==> config.mk <==
export PLATFORM = sky130hd
export DESIGN_NAME = sync_fifo_fwft_ctrl_flat
export DESIGN_NICKNAME = d
export VERILOG_FILES = /design/src/rtl/sync_fifo_fwft_ctrl_pkg.sv /design/src/rtl/sync_fifo_fwft_ctrl_if.sv /design/src/rtl/sync_fifo_fwft_ctrl_skid_buf.sv /design/src/rtl/sync_fifo_fwft_ctrl.sv /design/src/flat_wrapper.sv
export SDC_FILE = /design/constraint.sdc
export NUM_CORES = 1
export LEC_CHECK = 0
export CAP_MARGIN = 20
export CORE_MARGIN = 1
export CORE_UTILIZATION = 35
export DETAILED_ROUTE_END_ITERATION = 7
export PLACE_DENSITY = 0.65
export SLEW_MARGIN = 0
export SYNTH_ARGS = -nofsm -noshare
export SYNTH_HDL_FRONTEND = slang
export SYNTH_SLANG_ARGS = --single-unit
==> constraint.sdc <==
create_clock -name clk_i -period 9.53 [get_ports clk_i]
set_clock_uncertainty 0.2 [all_clocks]
set_input_delay 1.906 -clock clk_i [delete_from_list [all_inputs] [get_ports clk_i]]
set_output_delay 1.906 -clock clk_i [all_outputs]
set_load 0.01 [all_outputs]
==> src/rtl/sync_fifo_fwft_ctrl_pkg.sv <==
// Shared types and elaboration helpers for the single-clock FWFT FIFO controller.
// Holds the output-buffer state encoding and the address-width function.
package sync_fifo_fwft_ctrl_pkg;

    // The encoding doubles as the buffer word count (0, 1 or 2).
    typedef enum logic [1:0] {
        OBUF_EMPTY = 2'd0,
        OBUF_ONE   = 2'd1,
        OBUF_TWO   = 2'd2
    } obuf_state_e;

    // Ceiling log2 that never returns 0, so a 1-word RAM still gets a 1-bit address.
    function automatic int clog2s(input int value);
        int width;
        width = 0;
        while ((1 << width) < value) begin
            width++;
        end
        return (width == 0) ? 1 : width;
    endfunction

endpackage

==> src/rtl/sync_fifo_fwft_ctrl_if.sv <==
// Bundle between the FIFO controller (slave) and its parent wrapper (master),
// which owns both the user push/pop side and the attached fifomem RAM.
interface sync_fifo_fwft_ctrl_if #(
    parameter int DATA_WIDTH = 8,
    parameter int FIFO_DEPTH = 16
);
    import sync_fifo_fwft_ctrl_pkg::*;

    localparam int ADDR_WIDTH = clog2s(FIFO_DEPTH);

    logic                  wr_en_i;
    logic [DATA_WIDTH-1:0] wr_data_i;
    logic                  full_o;
    logic                  almost_full_o;
    logic                  overflow_o;
    logic                  rd_valid_o;
    logic                  rd_ready_i;
    logic [DATA_WIDTH-1:0] rd_data_o;
    logic [ADDR_WIDTH+1:0] fill_o;

    logic                  mem_wr_en_o;
    logic [ADDR_WIDTH-1:0] mem_wr_addr_o;
    logic [DATA_WIDTH-1:0] mem_wr_data_o;
    logic                  mem_rd_en_o;
    logic [ADDR_WIDTH-1:0] mem_rd_addr_o;
    logic [DATA_WIDTH-1:0] mem_rd_data_i;

    modport slave (
        input  wr_en_i, wr_data_i, rd_ready_i, mem_rd_data_i,
        output full_o, almost_full_o, overflow_o, rd_valid_o, rd_data_o, fill_o,
        output mem_wr_en_o, mem_wr_addr_o, mem_wr_data_o, mem_rd_en_o, mem_rd_addr_o
    );

    modport master (
        output wr_en_i, wr_data_i, rd_ready_i, mem_rd_data_i,
        input  full_o, almost_full_o, overflow_o, rd_valid_o, rd_data_o, fill_o,
        input  mem_wr_en_o, mem_wr_addr_o, mem_wr_data_o, mem_rd_en_o, mem_rd_addr_o
    );

endinterface

==> src/rtl/sync_fifo_fwft_ctrl_skid_buf.sv <==
// Two-entry output buffer (head + skid) that absorbs the RAM's registered read data
// and presents the head word first-word-fall-through.
module sync_fifo_fwft_ctrl_skid_buf
    import sync_fifo_fwft_ctrl_pkg::*;
#(
    parameter int DATA_WIDTH = 8
) (
    input  logic                  clk,
    input  logic                  rst_n,
    input  logic                  capture,
    input  logic [DATA_WIDTH-1:0] cap_data,
    input  logic                  pop,
    output logic                  valid,
    output logic [1:0]            count,
    output logic [DATA_WIDTH-1:0] head
);

    obuf_state_e           state;
    logic [DATA_WIDTH-1:0] skid;

    // NOTE: head/skid are reset only so rd_data_o reads 0 out of reset; the RAM itself is never cleared.
    always_ff @(posedge clk or negedge rst_n) begin
        if (!rst_n) begin
            state <= OBUF_EMPTY;
            head  <= '0;
            skid  <= '0;
        end else begin
            case (state)
                OBUF_EMPTY: begin
                    if (capture) begin
                        head  <= cap_data;
                        state <= OBUF_ONE;
                    end
                end
                OBUF_ONE: begin
                    if (capture && pop) begin
                        head <= cap_data;
                    end else if (capture) begin
                        skid  <= cap_data;
                        state <= OBUF_TWO;
                    end else if (pop) begin
                        state <= OBUF_EMPTY;
                    end
                end
                OBUF_TWO: begin
                    if (pop) begin
                        head <= skid;
                        if (capture) begin
                            skid <= cap_data;
                        end else begin
                            state <= OBUF_ONE;
                        end
                    end
                end
                default: state <= OBUF_EMPTY;
            endcase
        end
    end

    assign valid = (state != OBUF_EMPTY);
    assign count = state;

    // The issue rule in the parent never lets a word land on a full buffer.
    no_capture_when_two: assert property (@(posedge clk) disable iff (!rst_n)
        !(capture && !pop && state == OBUF_TWO));

endmodule

==> src/rtl/sync_fifo_fwft_ctrl.sv <==
// Single-clock pointer/flag controller for an external fifomem RAM, converting its
// 1-cycle read latency into a full-throughput first-word-fall-through output.
module sync_fifo_fwft_ctrl
    import sync_fifo_fwft_ctrl_pkg::*;
#(
    parameter int DATA_WIDTH = 8,
    parameter int FIFO_DEPTH = 16,
    parameter int AFULL_THR  = 12
) (
    input  logic                 clk_i,
    input  logic                 rstn_i,
    sync_fifo_fwft_ctrl_if.slave bus
);

    localparam int ADDR_WIDTH = clog2s(FIFO_DEPTH);
    localparam int PTR_WIDTH  = ADDR_WIDTH + 1;
    localparam int FILL_WIDTH = ADDR_WIDTH + 2;
    localparam logic [PTR_WIDTH-1:0]  FULL_LVL  = PTR_WIDTH'(FIFO_DEPTH);
    localparam logic [FILL_WIDTH-1:0] AFULL_LVL = FILL_WIDTH'(AFULL_THR);

    logic [PTR_WIDTH-1:0]  wptr, rptr, wptr_nxt, rptr_nxt;
    logic [PTR_WIDTH-1:0]  ram_cnt, ram_cnt_nxt;
    logic [FILL_WIDTH-1:0] fill, fill_nxt;
    logic                  full, almost_full, overflow, inflight;
    logic                  push, pop, issue, obuf_valid;
    logic [1:0]            obuf_cnt;
    logic [2:0]            obuf_load;
    logic [DATA_WIDTH-1:0] head;

    // The extra pointer MSB tells a full RAM (cnt == depth) from an empty one.
    assign ram_cnt   = wptr - rptr;
    assign push      = bus.wr_en_i & ~full;
    assign pop       = obuf_valid & bus.rd_ready_i;

    // Words the output buffer will hold after this edge, before counting a new issue.
    assign obuf_load = {1'b0, obuf_cnt} + {2'b00, inflight} - {2'b00, pop};
    assign issue     = (ram_cnt != '0) && (obuf_load < 3'd2);

    assign wptr_nxt    = wptr + {{ADDR_WIDTH{1'b0}}, push};
    assign rptr_nxt    = rptr + {{ADDR_WIDTH{1'b0}}, issue};
    assign ram_cnt_nxt = wptr_nxt - rptr_nxt;

    // Words only move between RAM, flight and buffer internally, so only push/pop change the total.
    assign fill_nxt = fill + FILL_WIDTH'(push) - FILL_WIDTH'(pop);

    // NOTE: clocked state uses non-blocking (<=) so every flop samples the pre-edge values.
    always_ff @(posedge clk_i or negedge rstn_i) begin
        if (!rstn_i) begin
            wptr        <= '0;
            rptr        <= '0;
            inflight    <= 1'b0;
            full        <= 1'b0;
            almost_full <= 1'b0;
            overflow    <= 1'b0;
            fill        <= '0;
        end else begin
            wptr        <= wptr_nxt;
            rptr        <= rptr_nxt;
            inflight    <= issue;
            full        <= (ram_cnt_nxt == FULL_LVL);
            almost_full <= (fill_nxt >= AFULL_LVL);
            overflow    <= bus.wr_en_i & full;
            fill        <= fill_nxt;
        end
    end

    sync_fifo_fwft_ctrl_skid_buf #(
        .DATA_WIDTH (DATA_WIDTH)
    ) u_skid_buf (
        .clk      (clk_i),
        .rst_n    (rstn_i),
        .capture  (inflight),
        .cap_data (bus.mem_rd_data_i),
        .pop      (pop),
        .valid    (obuf_valid),
        .count    (obuf_cnt),
        .head     (head)
    );

    assign bus.mem_wr_en_o   = push;
    assign bus.mem_wr_addr_o = wptr[ADDR_WIDTH-1:0];
    assign bus.mem_wr_data_o = bus.wr_data_i;
    assign bus.mem_rd_en_o   = issue;
    assign bus.mem_rd_addr_o = rptr[ADDR_WIDTH-1:0];

    assign bus.full_o        = full;
    assign bus.almost_full_o = almost_full;
    assign bus.overflow_o    = overflow;
    assign bus.rd_valid_o    = obuf_valid;
    assign bus.rd_data_o     = head;
    assign bus.fill_o        = fill;

endmodule

==> src/flat_wrapper.sv <==
// flat-port wrapper written by rule: the top's interface ports become plain ports
module sync_fifo_fwft_ctrl_flat import sync_fifo_fwft_ctrl_pkg::*;
#(
    parameter int DATA_WIDTH = 8,
    parameter int FIFO_DEPTH = 16,
    parameter int AFULL_THR  = 12
)
  (clk_i, rstn_i, bus_wr_en_i, bus_wr_data_i, bus_rd_ready_i, bus_mem_rd_data_i, bus_full_o, bus_almost_full_o, bus_overflow_o, bus_rd_valid_o, bus_rd_data_o, bus_fill_o, bus_mem_wr_en_o, bus_mem_wr_addr_o, bus_mem_wr_data_o, bus_mem_rd_en_o, bus_mem_rd_addr_o);
  sync_fifo_fwft_ctrl_if #(.DATA_WIDTH(DATA_WIDTH), .FIFO_DEPTH(FIFO_DEPTH)) bus_i ();
  input  logic clk_i;
  input  logic rstn_i;
  input wire logic [$bits(bus_i.wr_en_i)-1:0] bus_wr_en_i;
  input wire logic [$bits(bus_i.wr_data_i)-1:0] bus_wr_data_i;
  input wire logic [$bits(bus_i.rd_ready_i)-1:0] bus_rd_ready_i;
  input wire logic [$bits(bus_i.mem_rd_data_i)-1:0] bus_mem_rd_data_i;
  output wire logic [$bits(bus_i.full_o)-1:0] bus_full_o;
  output wire logic [$bits(bus_i.almost_full_o)-1:0] bus_almost_full_o;
  output wire logic [$bits(bus_i.overflow_o)-1:0] bus_overflow_o;
  output wire logic [$bits(bus_i.rd_valid_o)-1:0] bus_rd_valid_o;
  output wire logic [$bits(bus_i.rd_data_o)-1:0] bus_rd_data_o;
  output wire logic [$bits(bus_i.fill_o)-1:0] bus_fill_o;
  output wire logic [$bits(bus_i.mem_wr_en_o)-1:0] bus_mem_wr_en_o;
  output wire logic [$bits(bus_i.mem_wr_addr_o)-1:0] bus_mem_wr_addr_o;
  output wire logic [$bits(bus_i.mem_wr_data_o)-1:0] bus_mem_wr_data_o;
  output wire logic [$bits(bus_i.mem_rd_en_o)-1:0] bus_mem_rd_en_o;
  output wire logic [$bits(bus_i.mem_rd_addr_o)-1:0] bus_mem_rd_addr_o;
  assign bus_i.wr_en_i = bus_wr_en_i;
  assign bus_i.wr_data_i = bus_wr_data_i;
  assign bus_i.rd_ready_i = bus_rd_ready_i;
  assign bus_i.mem_rd_data_i = bus_mem_rd_data_i;
  assign bus_full_o = bus_i.full_o;
  assign bus_almost_full_o = bus_i.almost_full_o;
  assign bus_overflow_o = bus_i.overflow_o;
  assign bus_rd_valid_o = bus_i.rd_valid_o;
  assign bus_rd_data_o = bus_i.rd_data_o;
  assign bus_fill_o = bus_i.fill_o;
  assign bus_mem_wr_en_o = bus_i.mem_wr_en_o;
  assign bus_mem_wr_addr_o = bus_i.mem_wr_addr_o;
  assign bus_mem_wr_data_o = bus_i.mem_wr_data_o;
  assign bus_mem_rd_en_o = bus_i.mem_rd_en_o;
  assign bus_mem_rd_addr_o = bus_i.mem_rd_addr_o;
  sync_fifo_fwft_ctrl #(.DATA_WIDTH(DATA_WIDTH), .FIFO_DEPTH(FIFO_DEPTH), .AFULL_THR(AFULL_THR)) u_core (.clk_i(clk_i), .rstn_i(rstn_i), .bus(bus_i));
endmodule
==> impl_metrics.toml, run 1 <==
[power_and_ir_drop]
leakage_nw = 1.18
power_density_nw_per_um2 = 442
ir_drop_v = 0.000147

[timing]
rsz0062_at_grt = "false"
fmax_ghz = 0.150
maxSlewHeadroom_pct = 32.9
setup_viol = 0
post-route-min-period_ns = 6.68
hold_viol = 0
timing.final.crit_share_pct = 70.1
slew_violations = 0
worstMarginPinSlew_ns = 1.00
fin_ws_ns = 2.85
setup_tns_ns = 0

[clock_tree]
cts_buffers = 5
cts_tree = "done"
cts_root_buf = "clkbuf_8"
cts_max_level = 2
clk_pin_slew_ns = 0.07
hold_buffers = 0
cts_setup_buffers = 0
clk_path_buf_depth = 2
clock_sinks = 38
ctsResizeCount = 0
clk_latency_ns = 0.29

[floorplan]
io_pins = 56
die_x_um = 80.6
die_h_um = 80.6
die_area_sq_um = 6500
start_util_pct = 36.3
core_sq_um = 5960
rows = 28

[synthesis]
syn-num-nets = 243
postSynthAreaPerCell_sq_um = 10.6
synth.most_common_cell = "dfrtp_1"
synth_area_sq_um = 2160
async_flop_share_pct = 100
yosysWarningCount = 0
synth_area_leaders = "dfrtp_1 44%, ha_1 9.8%, buf_4 5.9%, mux2_2 4.2%, xnor2_1 4.0%"
synth_cell_types = 35
yosys.area.top_type = "dfrtp_1"
ys_ff_latch = 38
yosysSeqAreaShare_pct = 43.9
syn-instance-count = 204
synth_edf_count = 0
yosysTopAreaCellShare_pct = 43.9
ys.flop_type = "dfrtp_1"
yosys-top-cells-count = "38 x dfrtp_1, 20 x inv_1, 17 x buf_4, 17 x ha_1, 14 x a21oi_1"

[run_status]
status = "complete, no violations"

[global_routing]
grt_antenna_before_repair = 0
grt.busiest_layer = "met2"
met3_usage_pct = 4.77
use_met2_pct = 21.7
grt_pass1_wl_um = 6620
grt_max_degree = 39
grt_use_total_pct = 13.6
grt_util_met1_pct = 17.2
grt_pass1_vias = 1425
grt-ovfl-total = 0

[run]
drv_cap = 0

[placement]
gp_routability_congestion = 0.744
placedCellCount = 298
pre_cts_ws_ns = 2.81
io_buffer_count = 39
placed_area_sq_um = 2500
hpwlAfterDp_um = 2810

[finish]
seq_area_sq_um = 951
antennaDiodeCount = 0
fin_area_sq_um = 2640
multiInputGateArea_sq_um = 996
drive_gt1_share_pct = 9.09
syn_to_final_growth_pct = 21.9
finalNetCount = 269
stdcell_count = 306
num-fill-cells = 603
finalCoreUtilization_pct = 44.3

[setup_path]
setup.worst_path.start = "bus_rd_ready_i"
reg2reg_depth = 15
endpoint_kind = "output pin"
r2r-start = "u_core.u_skid_buf.count[1]"
endpoint = "bus_mem_rd_en_o"
reg2reg_setup_slack_ns = 5.78
critPathArrivalTime_ns = 4.57
crit_family = "buffers and inverters"
crit_fanout = 10
crit_chain = "clkdlybuf4s50_1, nor2b_1, o21ai_0, fa_1, xnor2_1, nand2_1, a41oi_1, clkdlybuf4s50_1"
crit_slowest_cell = "clkdlybuf4s50_1"
cp_common_cell = "clkdlybuf4s50_1"
rr_endpoint = "u_core.bus.full_o"
worstSetupPathType = "in2out"
critical_path_required_ns = 7.42
max_stage_delay_ns = 0.64
start_kind = "input port"
cp.depth = 8
cp_num_buf_inv = 2

[routing]
vias = 1435
drt-initial-drc-count = 46
ant_nets = 0
avgViaCountPerCell = 4.69
drtPass1Iterations = 4
wl_per_cell_um = 12.5
drc = 0
totalWireLength_um = 3820

[min_path]
min_path_type = "reg2reg"
==> how the worst min path moves through the flow <==
stage                                   start                         to  cells after the start
finish              u_core.u_skid_buf.skid[4]  u_core.u_skid_buf.skid[4]                      1
detailed placement  u_core.u_skid_buf.skid[6]  u_core.u_skid_buf.skid[6]                      1
global route        u_core.u_skid_buf.skid[6]  u_core.u_skid_buf.skid[6]                      1
global placement    u_core.u_skid_buf.skid[6]  u_core.u_skid_buf.skid[6]                      1
floorplan           u_core.u_skid_buf.skid[0]  u_core.u_skid_buf.skid[0]                      1
CTS                 u_core.u_skid_buf.skid[4]  u_core.u_skid_buf.skid[4]                      1
==> cells by family (layout without fill, tap and decap cells) <==
group / count (synthesis) / after routing / synth area share [%]
DFF: 38 / 38 / 43.9
xor gates and xnor gates: 17 / 17 / 7.51
adders and majority gates: 19 / 19 / 11.7
and+or+nand+nor: 44 / 44 / 10.5
AOI/OAI and AO/OA: 30 / 30 / 8.50
buffers and inverters: 40 / 67 / 10.1
muxes: 16 / 16 / 7.86
==> cells in the final DEF (no fill, tap or decap), types with 2 or more instances in the layout <==
cell,synthesis,layout
ha_1,17,17
o211ai_1,2,2
mux2_2,8,8
xnor2_1,10,10
nand3_1,6,6
nor3_1,3,3
clkbuf_8,0,5
mux2i_1,8,8
clkdlybuf4s50_1,0,38
bufinv_16,0,2
nand2_1,9,9
nand2b_1,2,2
a21o_1,2,2
o21ai_0,4,4
or2_2,2,2
nor2b_1,6,6
nor2_1,9,9
a21oi_1,14,14
dfrtp_1,38,38
inv_1,20,20
fa_1,2,2
and2_1,2,2
o21a_1,2,2
xor2_1,6,6
==> power by group <==
| group | switching [mW] | total, mW | internal, mW | leakage, nW |
|---|---|---|---|---|
| Clock | 0.0607 | 0.166 | 0.105 | 0.0683 |
| Combinational | 0.328 | 0.686 | 0.357 | 0.669 |
| Sequential | 0.0676 | 0.315 | 0.248 | 0.447 |
| Total | 0.456 | 1.17 | 0.710 | 1.18 |
==> per-stage QoR <==
step / power [mW] / hold slack [ns]
after floorplan: 0.811 / 0.279
after global placement: 0.986 / 0.288
after detailed placement: 1.01 / 0.293
after CTS: 1.18 / 0.311
after global routing: 1.28 / 0.321
final: 1.17 / 0.309
==> final cells by class <==
cell class	count	area share [%]
clock buffer	5	2.61
clock inverter	3	2.61
inverter	20	2.84
multi-input combinational	126	37.7
sequential	38	36.0
tap	75	3.56
timing repair buffer	39	14.6
==> metal layers <==
metal,up-vias,wire [um]
li1,722,-
met1,674,1770
met2,34,1780
met3,5,249
met4,0,27
met5,-,0
==> flip-flops by register name, summed over array words and instances (netlist names) <==
signal,count
u_core.u_skid_buf.head,8
u_core.u_skid_buf.skid,8
u_core.bus.fill_o,6
u_core.rptr,5
u_core.wptr,5
u_core.u_skid_buf.count,2
u_core.bus.almost_full_o,1
u_core.bus.full_o,1
u_core.bus.overflow_o,1
u_core.inflight,1
No activity file was read; power rests on OpenSTA's default activity.
==> run 2, diff against run 1 <==
Clock period 9.53 ns to 6.8 ns, I/O delays scaled along.
==> impl_metrics.toml, run 2 (synthesized netlist as in run 1, its figures left out) <==
[run_status]
status = "complete, no violations"

[timing]
worstMarginPinSlew_ns = 0.967
fin_ws_ns = 1.27
setup_tns_ns = 0
slew_violations = 0
post-route-min-period_ns = 5.53
rsz0062_at_grt = "false"
maxSlewHeadroom_pct = 35.4
timing.hold.ws_ns = 0.308
hold_viol = 0
timing.final.crit_share_pct = 81.3
setup_viol = 0
fmax_ghz = 0.181

[routing]
avgViaCountPerCell = 4.59
drt-initial-drc-count = 45
vias = 1394
drtPass1Iterations = 4
wl_per_cell_um = 12.4
drc = 0
ant_nets = 0
totalWireLength_um = 3760

[power_and_ir_drop]
power_mw = 1.55
leakage_nw = 1.16
power_density_nw_per_um2 = 599
ir_drop_v = 0.000199

[finish]
most-common-layout-cells = "38 x clkdlybuf4s50_1, 38 x dfrtp_1, 20 x inv_1"
finalNetCount = 269
antennaDiodeCount = 0
syn_to_final_growth_pct = 19.4
stdcell_count = 304
drive_gt1_share_pct = 8.30
finalCoreUtilization_pct = 43.4
num-fill-cells = 596
fin_area_sq_um = 2580

[setup_path]
rr_endpoint = "u_core.bus.full_o"
crit_chain = "clkdlybuf4s50_1, nor2b_1, o21ai_0, fa_1, xnor2_1, nand2_1, a41oi_1, clkdlybuf4s50_1"
endpoint = "bus_mem_rd_en_o"
critical_path_required_ns = 5.24
max_stage_delay_ns = 0.65
start_kind = "input port"
crit_slowest_cell = "clkdlybuf4s50_1"
reg2reg_setup_slack_ns = 3.10
crit_fanout = 10
r2r-start = "u_core.u_skid_buf.count[1]"
cp_common_cell = "clkdlybuf4s50_1"
setup.worst_path.start = "bus_rd_ready_i"
critPathArrivalTime_ns = 3.97
worstSetupPathType = "in2out"
endpoint_kind = "output pin"
reg2reg_depth = 15

[placement]
io_buffer_count = 39
pre_cts_ws_ns = 1.23
placedCellCount = 298
placed_area_sq_um = 2500
hpwlAfterDp_um = 2770
gp_routability_congestion = 0.716

[clock_tree]
hold_buffers = 0
cts_tree = "done"
cts_buffers = 5
clk_path_buf_depth = 2
clk_pin_slew_ns = 0.07
clock_sinks = 38
cts_setup_buffers = 0
ctsResizeCount = 0
clk_latency_ns = 0.29
cts_max_level = 2
cts_root_buf = "clkbuf_8"

[min_path]
min_path_type = "reg2reg"
hold_depth = 1

[global_routing]
grt_antenna_before_repair = 0
grt_use_total_pct = 13.2
grt_pass1_vias = 1409
grt_pass1_wl_um = 6470
grt_max_degree = 39
grt-ovfl-total = 0

[floorplan]
start_util_pct = 36.3
die_area_sq_um = 6500
rows = 28
core_sq_um = 5960
io_pins = 56
die_h_um = 80.6
die_x_um = 80.6

[run]
drv_cap = 0
run 2: cell types whose count changed in the layout (fill, tap and decap cells not counted), sizes merged:
cell / delta
clkbuf: +1
bufinv: -2
clkinv: -1
run 2: critical path: cells and delay by family:
kind	cells	cell delay (ns)
AOI/OAI and AO/OA	2	0.45
xor gates and xnor gates	1	0.14
adders and majority gates	1	0.42
buffers and inverters	2	1.25
and+or+nand+nor	2	0.34
run 2: area by class of cell:
cell class	count	area (sq um)	area share (%)
repair buffers	39	385	14.9
well taps	75	93.8	3.63
multi-input cells	126	996	38.5
clock buffers	6	82.6	3.20
inverters	20	75.1	2.91
flip-flops and latches	38	951	36.8
run 2: how the worst min path moves through the flow:
stage                                 to                 startpoint
2_1_floorplan  u_core.u_skid_buf.skid[0]  u_core.u_skid_buf.skid[0]
3_3_place_gp   u_core.u_skid_buf.skid[6]  u_core.u_skid_buf.skid[6]
3_5_place_dp   u_core.u_skid_buf.skid[6]  u_core.u_skid_buf.skid[6]
4_1_cts        u_core.u_skid_buf.skid[6]  u_core.u_skid_buf.skid[6]
5_1_grt        u_core.u_skid_buf.skid[6]  u_core.u_skid_buf.skid[6]
6_report       u_core.u_skid_buf.skid[0]  u_core.u_skid_buf.skid[0]
run 2: report_power, final:
group          total, mW  switching (mW)  internal, mW
Sequential         0.443          0.0955         0.347
Clock              0.154          0.0761        0.0782
Combinational      0.950           0.451         0.498
run 2: metal layers:
metal	GRT usage (%)	up-vias	share of wire [%]
met1	16.6	641	46
li1	-	717	-
met2	21.0	31	47
met4	5.36	0	1.5
met3	3.75	5	5.5
met5	0	-	0
==> run 3, diff against run 2 <==
Settings changed: PLACE_DENSITY 0.65 to 0.67.
Clock period 6.8 ns to 5 ns, I/O delays scaled along.
==> impl_metrics.toml, run 3 (synthesized netlist as in run 1, its figures left out) <==
[floorplan]
core_sq_um = 5960
io_pins = 56
rows = 28
die_x_um = 80.6
start_util_pct = 36.3
die_area_sq_um = 6500
die_h_um = 80.6

[finish]
most-common-layout-cells = "38 x clkdlybuf4s50_1, 38 x dfrtp_1, 20 x inv_1"
syn_to_final_growth_pct = 22.5
finalCoreUtilization_pct = 44.5
antennaDiodeCount = 0
finalNetCount = 270
drive_gt1_share_pct = 9.48
num-fill-cells = 575

[clock_tree]
clk_pin_slew_ns = 0.08
ctsResizeCount = 0
clock_sinks = 38
cts_tree = "done"
cts_setup_buffers = 0
clk_latency_ns = 0.28
cts_max_level = 2
cts_buffers = 5
clk_path_buf_depth = 2
cts_root_buf = "clkbuf_8"
hold_buffers = 0

[timing]
rsz0062_at_grt = "false"
slew_violations = 0
post-route-min-period_ns = 4.62
timing.hold.ws_ns = 0.308
fin_ws_ns = 0.378
maxSlewHeadroom_pct = 31.8
hold_viol = 0
fmax_ghz = 0.216
setup_tns_ns = 0
timing.final.crit_share_pct = 92.4
setup_viol = 0
worstMarginPinSlew_ns = 1.02

[global_routing]
grt_pass1_wl_um = 6490
grt_use_total_pct = 13.3
grt_max_degree = 39
grt_antenna_before_repair = 0
grt-ovfl-total = 0
grt_pass1_vias = 1413

[routing]
vias = 1446
drt-initial-drc-count = 71
avgViaCountPerCell = 4.71
drc = 0
totalWireLength_um = 3770
wl_per_cell_um = 12.3
ant_nets = 0
drtPass1Iterations = 4

[setup_path]
reg2reg_depth = 15
crit_fanout = 4
critical_path_required_ns = 3.80
critPathArrivalTime_ns = 3.42
worstSetupPathType = "in2out"
start_kind = "input port"
endpoint_kind = "output pin"

[min_path]
min_path_type = "reg2reg"
hold_depth = 1

[placement]
gp_routability_congestion = 0.753
hpwlAfterDp_um = 2790
pre_cts_ws_ns = 0.366
io_buffer_count = 39

[power_and_ir_drop]
leakage_nw = 1.19
power_density_nw_per_um2 = 840
ir_drop_v = 0.000290

[run_status]
status = "complete, no violations"

[run]
drv_cap = 0
==> run 3: cell count changes in the layout (fill, tap and decap cells not counted), sizes merged <==
cell    delta
buf        +1
bufinv     +2
==> run 3: stage by stage <==
step	area, sq um	cells	power [mW]
finish	2650	307	2.23
global route	2650	307	2.45
CTS	2650	307	2.26
detailed placement	2510	299	1.92
global placement	2510	299	1.89
floorplan	2160	204	1.55
==> run 3: power breakdown <==
part           switching, mW  leakage [nW]  internal, mW  total [mW]
sequential             0.132         0.447         0.472       0.604
combinational          0.621         0.673         0.684        1.31
clock                  0.106        0.0714         0.213       0.318
total                  0.858          1.19          1.37        2.23
==> run 3: cell type report <==
| type | instances | area [sq um] | area share (%) |
|---|---|---|---|
| Sequential cell | 38 | 951 | 35.9 |
| Clock buffer | 6 | 82.6 | 3.11 |
| Tap cell | 75 | 93.8 | 3.54 |
| Clock inverter | 2 | 60.1 | 2.27 |
| Multi-Input combinational cell | 126 | 996 | 37.6 |
| Inverter | 20 | 75.1 | 2.83 |
| Timing Repair Buffer | 40 | 393 | 14.8 |
==> run 3: final timing paths <==
kind	start	end	slack, ns
setup / recovery	bus_rd_ready_i	bus_mem_rd_en_o	0.38
hold / removal	u_core.u_skid_buf.skid[3]	u_core.u_skid_buf.skid[3]	0.31
setup reg to reg	u_core.u_skid_buf.count[1]	u_core.bus.full_o	1.33
hold reg to reg	u_core.u_skid_buf.skid[3]	u_core.u_skid_buf.skid[3]	0.31
max in group asynchronous	rstn_i	u_core.wptr[1]	3.41
min in group asynchronous	rstn_i	u_core.rptr[0]	0.62
==> run 3: worst max-delay path, cell delays in order <==
cell and delay, ns:
clkdlybuf4s50_1 0.49, nor2b_1 0.23, o21ai_0 0.16, fa_1 0.44, xnor2_1 0.14, nand2_1 0.09
a41oi_1 0.26, clkdlybuf4s50_1 0.60
==> run 3: per-layer routing <==
layer	vias up	GRT usage (%)	share of wire, %
li1	719	-	-
met1	690	17.0	49
met2	32	20.6	45
met3	5	4.32	4.5
met4	0	5.18	1.3
met5	-	0	0
